### config.mk
export PLATFORM = sky130hd
export DESIGN_NAME = rx_timer
export DESIGN_NICKNAME = d
export VERILOG_FILES = /design/src/rtl/usb_rx_pkg.sv /design/src/rtl/flex_counter.sv /design/src/rtl/rx_timer.sv
export SDC_FILE = /design/constraint.sdc
export NUM_CORES = 1
export LEC_CHECK = 0
export CORE_AREA = 3 3 40 42
export DETAILED_ROUTE_END_ITERATION = 10
export DIE_AREA = 0 0 43 45
export PLACE_DENSITY = 0.64
export SLEW_MARGIN = 20
export SYNTH_ARGS = -nofsm -noshare
export SYNTH_HDL_FRONTEND = slang
export SYNTH_SLANG_ARGS = --single-unit
### constraint.sdc
create_clock -name clk -period 2.11 [get_ports clk]
set_input_delay 0.5275 -clock clk [delete_from_list [all_inputs] [get_ports clk]]
set_output_delay 0.5275 -clock clk [all_outputs]
set_load 0.03 [all_outputs]
### src/rtl/usb_rx_pkg.sv
// Shared constants for the USB receive path: bit timing and bit-stuffing limits.
package usb_rx_pkg;

    // System clocks per USB bit period and the phase at which a bit is sampled.
    localparam int CLKS_PER_BIT  = 8;
    localparam int SAMPLE_POINT  = 3;

    // Consecutive ones after which the next bit on the wire is a stuffed 0.
    localparam int MAX_ONES      = 6;

    // Data bits per received byte.
    localparam int BITS_PER_BYTE = 8;

    // Width of the ones-run counter (0..MAX_ONES).
    localparam int ONES_W        = $clog2(MAX_ONES + 1);

endpackage

### src/rtl/flex_counter.sv
// Generic up-counter with synchronous clear and programmable wrap value.
// Counts 0..rollover_val, then wraps back to 0; rollover_flag is high while
// the count sits at rollover_val so the caller can detect the wrapping step.
module flex_counter #(
    parameter int WIDTH = 4
) (
    input  logic             clk,
    input  logic             n_rst,
    input  logic             clear,
    input  logic             count_enable,
    input  logic [WIDTH-1:0] rollover_val,
    output logic [WIDTH-1:0] count_out,
    output logic             rollover_flag
);

    logic [WIDTH-1:0] count_d, count_q;

    // Next count: clear wins over enable; enable wraps at rollover_val.
    always_comb begin
        count_d = count_q;
        if (clear) begin
            count_d = '0;
        end else if (count_enable) begin
            if (count_q == rollover_val) begin
                count_d = '0;
            end else begin
                count_d = count_q + 1'b1;
            end
        end
    end

    // Count register.
    always_ff @(posedge clk or negedge n_rst) begin
        if (!n_rst) begin
            count_q <= '0;
        end else begin
            count_q <= count_d;
        end
    end

    assign count_out     = count_q;
    assign rollover_flag = (count_q == rollover_val);

endmodule

### src/rtl/rx_timer.sv
// USB RX bit timer: tracks the bit phase (resynchronised on every D+ edge),
// samples once per bit, removes stuffed zeros and flags stuffing errors, and
// marks byte boundaries after every 8 shifted data bits.
module rx_timer
    import usb_rx_pkg::*;
#(
    parameter int CLKS_PER_BIT = usb_rx_pkg::CLKS_PER_BIT,
    parameter int SAMPLE_POINT = usb_rx_pkg::SAMPLE_POINT
) (
    input  logic clk,
    input  logic n_rst,
    input  logic rcving,
    input  logic d_edge,
    input  logic d_orig,
    output logic shift_enable,
    output logic byte_received,
    output logic stuff_err
);

    localparam int PH_W  = (CLKS_PER_BIT > 1) ? $clog2(CLKS_PER_BIT) : 1;
    localparam int BIT_W = $clog2(BITS_PER_BYTE);

    localparam logic [PH_W-1:0]   PH_LAST   = PH_W'(CLKS_PER_BIT - 1);
    localparam logic [PH_W-1:0]   PH_SAMPLE = PH_W'(SAMPLE_POINT);
    localparam logic [BIT_W-1:0]  BIT_LAST  = BIT_W'(BITS_PER_BYTE - 1);
    localparam logic [ONES_W-1:0] ONES_MAX  = ONES_W'(MAX_ONES);

    logic [PH_W-1:0]   phase;
    logic              phase_wrap;
    logic              phase_clear;
    logic [BIT_W-1:0]  bit_cnt;
    logic              bit_last;
    logic              sample;
    logic              shift_c;
    logic              stuff_err_c;
    logic [ONES_W-1:0] ones_d, ones_q;
    logic              byte_pend_d, byte_pend_q;

    // An edge realigns the bit clock: phase 0 on the cycle after the edge.
    assign phase_clear = !rcving || d_edge;

    flex_counter #(.WIDTH(PH_W)) u_phase_cnt (
        .clk          (clk),
        .n_rst        (n_rst),
        .clear        (phase_clear),
        .count_enable (rcving),
        .rollover_val (PH_LAST),
        .count_out    (phase),
        .rollover_flag(phase_wrap)
    );

    flex_counter #(.WIDTH(BIT_W)) u_bit_cnt (
        .clk          (clk),
        .n_rst        (n_rst),
        .clear        (!rcving),
        .count_enable (shift_c),
        .rollover_val (BIT_LAST),
        .count_out    (bit_cnt),
        .rollover_flag(bit_last)
    );

    // Sample point; a coincident edge means the phase is stale, so skip it.
    // n_rst gating keeps outputs low for the whole reset, even mid-bit.
    assign sample = n_rst && rcving && !d_edge && (phase == PH_SAMPLE);

    // Ones-run tracking and stuff-bit removal on each sample.
    always_comb begin
        ones_d      = ones_q;
        shift_c     = 1'b0;
        stuff_err_c = 1'b0;
        if (!rcving) begin
            ones_d = '0;
        end else if (sample) begin
            if (ones_q == ONES_MAX) begin
                // Stuffed bit: drop it, restart the run, flag if not a 0.
                ones_d      = '0;
                stuff_err_c = d_orig;
            end else begin
                shift_c = 1'b1;
                ones_d  = d_orig ? ones_q + 1'b1 : '0;
            end
        end
    end

    // Byte boundary is registered one cycle after the 8th shift.
    always_comb begin
        byte_pend_d = shift_c && bit_last;
    end

    // Ones-run and pending-byte registers.
    always_ff @(posedge clk or negedge n_rst) begin
        if (!n_rst) begin
            ones_q      <= '0;
            byte_pend_q <= 1'b0;
        end else begin
            ones_q      <= ones_d;
            byte_pend_q <= byte_pend_d;
        end
    end

    assign shift_enable  = shift_c;
    assign stuff_err     = stuff_err_c;
    // Dropping rcving also kills a byte boundary that is still in flight.
    assign byte_received = byte_pend_q && rcving && n_rst;

    // Only the wrap flag of the bit counter and the phase value are consumed.
    logic unused_ok;
    assign unused_ok = &{1'b0, phase_wrap, bit_cnt};

endmodule

# After elaboration in Yosys (flattened, before gate mapping)
# Index checks and enable logic that the tools add are counted.
[op_classes]
addsub = 3
eq_ne = 6
muxes = 16
reduce_logical = 10
[op_table]
columns = ["op", "n"]
rows = [
  ["$mux W3", 10],
  ["$add A3 B1 Y3 const B", 3],
  ["$eq A3 B3 Y1 const B", 3],
  ["$logic_and A1 B1 Y1", 6],
  ["$mux W1", 6],
  ["$ne A2 B1 Y1 const B", 2],
  ["$eq A3 B2 Y1 const B", 1],
  ["$logic_not A1 Y1", 2],
  ["$reduce_bool A2 Y1", 1],
  ["$logic_or A1 B1 Y1", 1],
]
[word_totals]
reg_bits = 10
inputBits = 5
output_inout_bits = 3
elab_cells = 39

# Logic depth before layout (Yosys ltp)
# Gate-level depths: netlist of run 1.
[depth]
word_depth = 7
depth_mapped = 5
depth_no_buf = 5

# Cells and area by module
# A second synthesis of run 1 with hierarchy kept.
[unflattened]
hier_cells = 68
area_unflattened_um2 = 690.7
[modules_own_cells]
columns = ["module", "n_inst", "cells_per_inst", "area_each_um2", "seq_area_each_um2"]
rows = [
  ["rx_timer", 1, 28, 275.3, 100.1],
  ["flex_counter (u_phase_cnt)", 1, 20, 216.5, 75.1],
  ["flex_counter (u_bit_cnt)", 1, 20, 198.9, 75.1],
]

# Worst setup path before layout of run 1
# Ideal clock, no wire load.
[synth_timing]
kind = "register -> output"
from = "register u_phase_cnt.count_q[0], in the netlist u_phase_cnt.count_out[0]"
to = "output port stuff_err"
t_arrival_ns = 1.274
required_time_ns = 1.582
path_slack_ns = 0.308
stages_incl_launch_ff = 5
path_buffers = 0
path_cell_list = "dfrtp_1 > ha_1 > ha_1 > nand4b_1 > nor2_1"
[synth_between]
elab_chain_len = 4
[synth_lines]
columns = ["item", "line_no", "rtl"]
rows = [
  ["start, declared", "flex_counter.sv:16", "logic [WIDTH-1:0] count_d, count_q;"],
  ["start signal, assigned", "flex_counter.sv:37", "count_q <= count_d;"],
  ["$eq A3 B2 Y1", "rx_timer.sv:64", "assign sample = n_rst && rcving && !d_edge && (phase == PH_SAMPLE);"],
  ["$logic_and A1 B1 Y1", "rx_timer.sv:64", ""],
  ["$mux W1", "rx_timer.sv:73", "end else if (sample) begin"],
  ["$mux W1", "rx_timer.sv:71", "if (!rcving) begin"],
  ["end, declared", "rx_timer.sv:17", "output logic stuff_err"],
]
# No other way between the ends.

# Worst setup path in the final report of run 1
[layout_timing]
from = "input port d_edge"
to = "output port shift_enable"
[layout_between]
elab_chain_len = 5
[layout_lines]
columns = ["item", "line_no", "rtl"]
rows = [
  ["start, declared", "rx_timer.sv:13", "input logic d_edge,"],
  ["$logic_not A1 Y1", "rx_timer.sv:64", ""],
  ["$logic_and A1 B1 Y1 (2 in a row)", "rx_timer.sv:64", ""],
  ["$mux W1", "rx_timer.sv:73", ""],
  ["$mux W1", "rx_timer.sv:71", ""],
  ["end, declared", "rx_timer.sv:15", "output logic shift_enable,"],
]
# No other way between the ends.

==> summary.txt, run 1 <==
Status
  – Status: finished clean

GRT
  – First-pass GRT wire length: 1.77 mm
  – Overall routing resource usage: 12.4%
  – Gr ovfl total: 0
  – Largest net degree at the start of global routing: 12
  – Initial antenna violation count: 0
  – Number of global-route vias before repair: 420

Final layout
  – Footprint of the multi-input gates: 297 um^2
  – Fin area: 719 um^2
  – Commonest cells after routing, fill and taps aside: 10 x dfrtp_1, 10 x buf_4, 7 x ha_1, 4 x inv_1, 4 x nand2_1
  – Share of layout cells above drive strength 1: 24.6%
  – # diodes: 0
  – Area grow syn2layout: 26.9%
  – Fillers: 125
  – Storage cell area: 250 um^2
  – Final #Nets: 79

STA
  – Tmin final: 2.01 ns
  – Tcrit/Tclk final: 95.5%
  – Slew Viols, Final: 0
  – Worst Max-Slew Pin Slew: 0.253 ns
  – Setup clock skew after layout: 0.000201 ns
  – Total negative setup slack: 0 ns
  – Rel. slew slack: 82.9%
  – Hold Vio Cnt, Final: 0
  – F_max: 497 MHz
  – Final setup vio count: 0
  – RSZ-0062 raised after global routing: false

Detailed routing
  – Post-route ant nets: 0
  – Wire per inst: 11.6 um
  – DR iter-0 viols: 1
  – Pre-antenna DRT Iters: 3
  – DRT Wirelength: 930 um
  – Detailed-route DRC error count: 0
  – DR vias: 386
  – Routed vias/inst: 4.83

Worst setup path
  – Worst path cell trace: clkdlybuf4s50_1, nand4b_4, a21oi_4, buf_4
  – CP max FO: 3
  – Critical path type: in2out
  – CP max-delay cell: clkdlybuf4s50_1
  – Req. time, crit path: 1.58 ns
  – Worst path arrival time: 1.49 ns
  – CP peak stage delay: 0.45 ns
  – Worst Setup End Kind: primary output
  – Crit start category: input port
  – R2R setup slack: 0.63 ns

Synth
  – Register area share after synthesis: 44.2%
  – Post-Synth Simple-Gate Area: 23.4%
  – Mapped Nets: 61
  – Yosys warning total: 0
  – Synthesized netlist cell count: 49
  – Main combinational cell family by area after synthesis: simple AND/OR/NAND/NOR gates
  – Mapped cell area: 567 um^2
  – Compound-Gate Fraction of Synth Area: 8.17%
  – Post-synthesis mux area share: 5.30%
  – Synth cell types: 23
  – XOR/XNOR Fraction of Synth Area: 0%
  – #FFs+latches synth: 10
  – Syn avg cell area: 11.6 um^2
  – Synth Area in Adders: 15.5%

Power
  – Pwr dens: 487 nW/um^2
  – Static Leak: 0.373 nW
  – Peak supply drop: 0.286 mV
  – Design Power: 0.350 mW

Clocking
  – Maximum buffer depth of the clock tree: 2
  – Worst-path clk slew: 0.06 ns
  – Post CTS Setup Buffer Count: 0
  – TritonCTS Buffers: 3
  – TritonCTS clock tree: done
  – Hold_buf cts: 0
  – H-tree depth: 1
  – Clock root cell: clkbuf_4
  – Worst skew pair latency: 0.25 ns
  – Clock sinks: 10

Floorplan
  – Core area: 1280 um^2
  – Die Span Y: 45 um
  – I/O pin total: 8
  – Die Wd: 43 um
  – Die ar.: 1940 um^2
  – FP Rows: 13
  – Starting Density: 44.1%

Placed design
  – GP Congestion: 0.825
  – DP HPWL: 766 um
  – Area after DPL: 696 um^2
  – Port Buffers: 7

Min path
  – Tightest Hold Check Type: in2async

Flow run
  – Max_cap viols: 0
[per-layer routing]
layer | track usage [%] | wire length, um | up-vias
met1 | 16.5 | 467 | 172
met5 | 0 | 0 | -
met4 | 5.42 | 8 | 0
met3 | 3.59 | 41 | 2
li1 | - | - | 206
met2 | 18.9 | 412 | 6
[critical path, delay by kind of cell]
family                 cells  cell delay, ns
AND/OR/NAND/NOR            1            0.20
buffers and inverters      2            0.62
AO/OA/AOI/OAI              1            0.14
[layout make-up]
| type | count | area share, % |
|---|---|---|
| Sequential cell | 10 | 34.8 |
| Multi-Input combinational cell | 34 | 41.2 |
| Timing Repair Buffer | 14 | 16.2 |
| Clock buffer | 3 | 3.13 |
| Inverter | 4 | 2.09 |
| Tap cell | 15 | 2.61 |
[where the power goes]
part	internal (mW)	switching (mW)
logic	0.0173	0.0143
clock network	0.0656	0.0585
registers	0.194	0.000891
total	0.276	0.0736
[flip-flops by register name, summed over array words and instances (netlist names)]
register	count
byte_pend_q	1
u_phase_cnt.count_out	3
ones_q	3
u_bit_cnt.count_out	3
[cell families (layout without fill, tap and decap cells)]
| logic type | after synthesis | count (layout) |
|---|---|---|
| AOI/OAI and AO/OA | 5 | 5 |
| DFF | 10 | 10 |
| muxes | 3 | 3 |
| buffers and inverters | 5 | 21 |
| adders and majority gates | 7 | 7 |
| and+or+nand+nor | 19 | 19 |
[per-stage QoR]
stage	util (%)	hold slack [ns]	setup WS, ns	std cells
6_report	56.0	0.355	0.0959	80
5_1_grt	56.0	0.374	0.00509	80
4_1_cts	55.8	0.447	0.0302	80
3_5_place_dp	54.1	0.438	-0.00283	77
3_3_place_gp	54.1	0.437	0.00220	77
2_1_floorplan	-	0.232	0.308	49
[synth_stat cells, drive strengths merged]
| cell | instances | area [um^2] |
|---|---|---|
| nand3 | 1 | 5.00 |
| a21oi | 2 | 21.3 |
| mux2i | 3 | 30.0 |
| a32o | 1 | 10.0 |
| ha | 7 | 87.6 |
| nor2 | 2 | 7.51 |
| nand2 | 4 | 15.0 |
| buf | 1 | 5.00 |
| nor4b | 1 | 8.76 |
| inv | 4 | 15.0 |
| nor4bb | 1 | 10.0 |
| o22ai | 1 | 6.26 |
| nor2b | 1 | 6.26 |
| nand4b | 2 | 32.5 |
| and3 | 2 | 12.5 |
| nor3b | 1 | 7.51 |
| dfrtp | 10 | 250 |
| and2 | 1 | 6.26 |
| a31o | 1 | 8.76 |
| nand3b | 2 | 15.0 |
| or2 | 1 | 6.26 |
[final timing paths]
| kind | from | to | cells after the start |
|---|---|---|---|
| max | d_edge | shift_enable | 4 |
| min | n_rst | u_bit_cnt.count_out[0]$_DFFE_PN0P_ | 2 |
| max reg2reg | u_phase_cnt.count_out[0]$_DFFE_PN0P_ | ones_q[0]$_DFFE_PN0P_ | 6 |
| min reg2reg | u_phase_cnt.count_out[0]$_DFFE_PN0P_ | u_phase_cnt.count_out[0]$_DFFE_PN0P_ | 1 |
| max in group asynchronous | n_rst | ones_q[1]$_DFFE_PN0P_ | 2 |
| min in group clk | u_phase_cnt.count_out[0]$_DFFE_PN0P_ | u_phase_cnt.count_out[0]$_DFFE_PN0P_ | 1 |
[what timing repair did]
item | 4_1_cts | 5_1_grt
endpoints found under the hold margin | 0 | 0
gates resized for setup | 1 | 1
endpoints found under the setup margin | 1 | 1
Power figures use the tool's default switching activity.
==> run 2: changes to the inputs <==
--- a/config.mk
+++ b/config.mk
@@ -5,10 +5,10 @@
 export SDC_FILE = /design/constraint.sdc
 export NUM_CORES = 1
 export LEC_CHECK = 0
+export ABC_CLOCK_PERIOD_IN_PS = 2110
 export CORE_AREA = 3 3 40 42
 export DETAILED_ROUTE_END_ITERATION = 10
 export DIE_AREA = 0 0 43 45
-export PLACE_DENSITY = 0.64
 export SLEW_MARGIN = 20
 export SYNTH_ARGS = -nofsm -noshare
 export SYNTH_HDL_FRONTEND = slang
==> run 2 against run 1 <==
Net effect:
- power is 0.36% higher
- clock power hardly changed
- routed wire length is 18% higher
- clock skew is 0.0049 ns higher
- sequential share of layout area is 0.060 points lower
- cell area is 0.17% higher
- clock-buffer cell count stayed put
- hold slack worse by 0.0049 ns
- first-iteration DRC count grew to 5.0 times the previous value
- core utilization is 0.097 points higher
- register-to-register slack better by 0.05 ns
- critical endpoint is now stuff_err
- critical path depth stayed put
==> summary.txt, run 2 (synthesis gave the netlist of run 1 again) <==
Detailed routing
  – Detailed-route DRC error count: 0 (unchanged)
  – Routed vias/inst: 5.18 (+7.3%)
  – Pre-antenna DRT Iters: 2 (-1)
  – Wire per inst: 13.9 um (+20%)
  – Post-route ant nets: 0 (unchanged)
  – DRT Wirelength: 1.10 mm (+18%)
  – DR iter-0 viols: 5 (+4)
  – DR vias: 409 (+6.0%)

STA
  – Final setup vio count: 0 (unchanged)
  – Tcrit/Tclk final: 96.3% (+0.84 points)
  – Rel. slew slack: 76.7% (-6.2 points)
  – Hold Vio Cnt, Final: 0 (unchanged)
  – Tmin final: 2.03 ns (+0.0176 ns)
  – Final Hold Slack: 0.350 ns (-0.00495 ns)
  – F_max: 492 MHz (-0.87%)
  – RSZ-0062 raised after global routing: false
  – Slew Viols, Final: 0 (unchanged)
  – Worst Max-Slew Pin Slew: 0.345 ns (+0.0925 ns)
  – Final setup margin: 0.0783 ns (-0.0176 ns)
  – Total negative setup slack: 0 ns (unchanged)
  – Setup clock skew after layout: 0.00508 ns (+0.00488 ns)

Final layout
  – Area grow syn2layout: 27.2%
  – Commonest cells after routing, fill and taps aside: 10 x dfrtp_1, 9 x buf_4, 6 x ha_1, 4 x inv_1, 4 x nand2_1
  – Most common cell after layout, fill and taps aside: dfrtp_1
  – Fillers: 105 (-16%)
  – Final #Nets: 78 (-1.3%)
  – # diodes: 0 (unchanged)
  – Share of layout cells above drive strength 1: 25.0% (+0.38 points)

Worst setup path
  – Req. time, crit path: 1.58 ns (about the same)
  – CP max-delay cell: clkdlybuf4s50_1
  – Worst path arrival time: 1.50 ns (about the same)
  – R2R setup slack: 0.68 ns (+0.05 ns)
  – FF-to-FF Start: u_phase_cnt.count_out[0]$_DFFE_PN0P_
  – CP peak stage delay: 0.53 ns (+0.08 ns)
  – CP max FO: 4 (+1)
  – R2R depth: 6 (unchanged)
  – Worst path cell trace: clkdlybuf4s50_1, nand4b_1, nor2_1, buf_4
  – Worst Setup End Kind: primary output
  – R2R Path End: ones_q[1]$_DFFE_PN0P_
  – Critical path type: in2out
  – Crit start category: input port

Clocking
  – Maximum buffer depth of the clock tree: 2 (unchanged)
  – Worst skew pair latency: 0.26 ns (about the same)
  – Clock root cell: clkbuf_4
  – Clock sinks: 10 (unchanged)
  – Hold_buf cts: 0 (unchanged)
  – TritonCTS clock tree: done
  – Post CTS Setup Buffer Count: 0 (unchanged)
  – Post-CTS Resized: 0 (-1)
  – TritonCTS Buffers: 3 (unchanged)
  – Worst-path clk slew: 0.06 ns (about the same)
  – H-tree depth: 1 (unchanged)

Floorplan
  – Die Span Y: 45 um (unchanged)
  – Die Wd: 43 um (unchanged)
  – Die ar.: 1940 um^2 (unchanged)
  – I/O pin total: 8 (unchanged)
  – Starting Density: 44.1% (unchanged)
  – Core area: 1280 um^2 (unchanged)
  – FP Rows: 13 (unchanged)

GRT
  – Overall routing resource usage: 13.7% (+1.3 points)
  – Gr ovfl total: 0 (unchanged)
  – Initial antenna violation count: 0 (unchanged)
  – Number of global-route vias before repair: 433 (+3.1%)
  – First-pass GRT wire length: 1.90 mm (+7.4%)
  – Largest net degree at the start of global routing: 8 (-4)

Min path
  – Tightest Hold Check Type: in2async

Power
  – Static Leak: 0.384 nW (+2.9%)
  – Pwr dens: 487 nW/um^2 (+0.18%)
  – Peak supply drop: 0.313 mV (+9.5%)

Status
  – Status: finished clean

Placed design
  – Port Buffers: 7 (unchanged)
  – GP Congestion: 0.752 (-8.9%)
  – Pre-CTS WS: 0.0212 ns (+0.0240 ns)
  – DP HPWL: 906 um (+18%)

Flow run
  – Max_cap viols: 0 (unchanged)
-- run 2: cell type report --
class	count	area [um^2]	area share [%]
Multi-Input combinational cell	34	299	41.5
Sequential cell	10	250	34.7
Timing Repair Buffer	13	115	16.0
Clock buffer	3	22.5	3.13
Tap cell	15	18.8	2.60
Inverter	4	15.0	2.08
-- run 2: worst max path at each step --
stage | from | to | slack [ns] | cells past startpoint
after global placement | n_rst | stuff_err | 0.03 | 4
after detailed placement | rcving | shift_enable | 0.02 | 4
final | d_orig | stuff_err | 0.08 | 4
after CTS | n_rst | stuff_err | 0.01 | 4
after floorplan | u_phase_cnt.count_out[0]$_DFFE_PN0P_ | stuff_err | 0.31 | 4
after global routing | d_orig | stuff_err | 0.03 | 4
-- run 2: critical path: cells and delay by family --
kind	cells	cell delay (ns)
buf+inv	2	0.70
simple gates	2	0.28
-- run 2: routing by layer --
metal	track usage [%]	share of wire, %
met3	3.59	4.9
met4	7.23	0
met1	15.0	44
met2	24.3	51
met5	0	0
-- run 2: power breakdown --
part	leakage, nW	internal, mW	switching (mW)	total, mW
sequential	0.139	0.194	0.000908	0.194
combinational	0.231	0.0168	0.0152	0.0321
clock	0.0138	0.0656	0.0592	0.125
-- run 2: per-stage QoR --
stage	area (um^2)	utilization [%]	power [mW]	instances
6_report	721	56.1	0.351	79
2_1_floorplan	567	-	0.206	49
3_5_place_dp	688	53.6	0.231	76
5_1_grt	721	56.1	0.372	79
3_3_place_gp	688	53.6	0.229	76
4_1_cts	711	55.3	0.357	79
==> run 3: changes to the inputs <==
--- a/config.mk
+++ b/config.mk
@@ -9,7 +9,6 @@
 export CORE_AREA = 3 3 40 42
 export DETAILED_ROUTE_END_ITERATION = 10
 export DIE_AREA = 0 0 43 45
-export SLEW_MARGIN = 20
 export SYNTH_ARGS = -nofsm -noshare
 export SYNTH_HDL_FRONTEND = slang
 export SYNTH_SLANG_ARGS = --single-unit
==> results of run 3 <==
No change in the layout: final DEF, timing and power equal those of run 2.
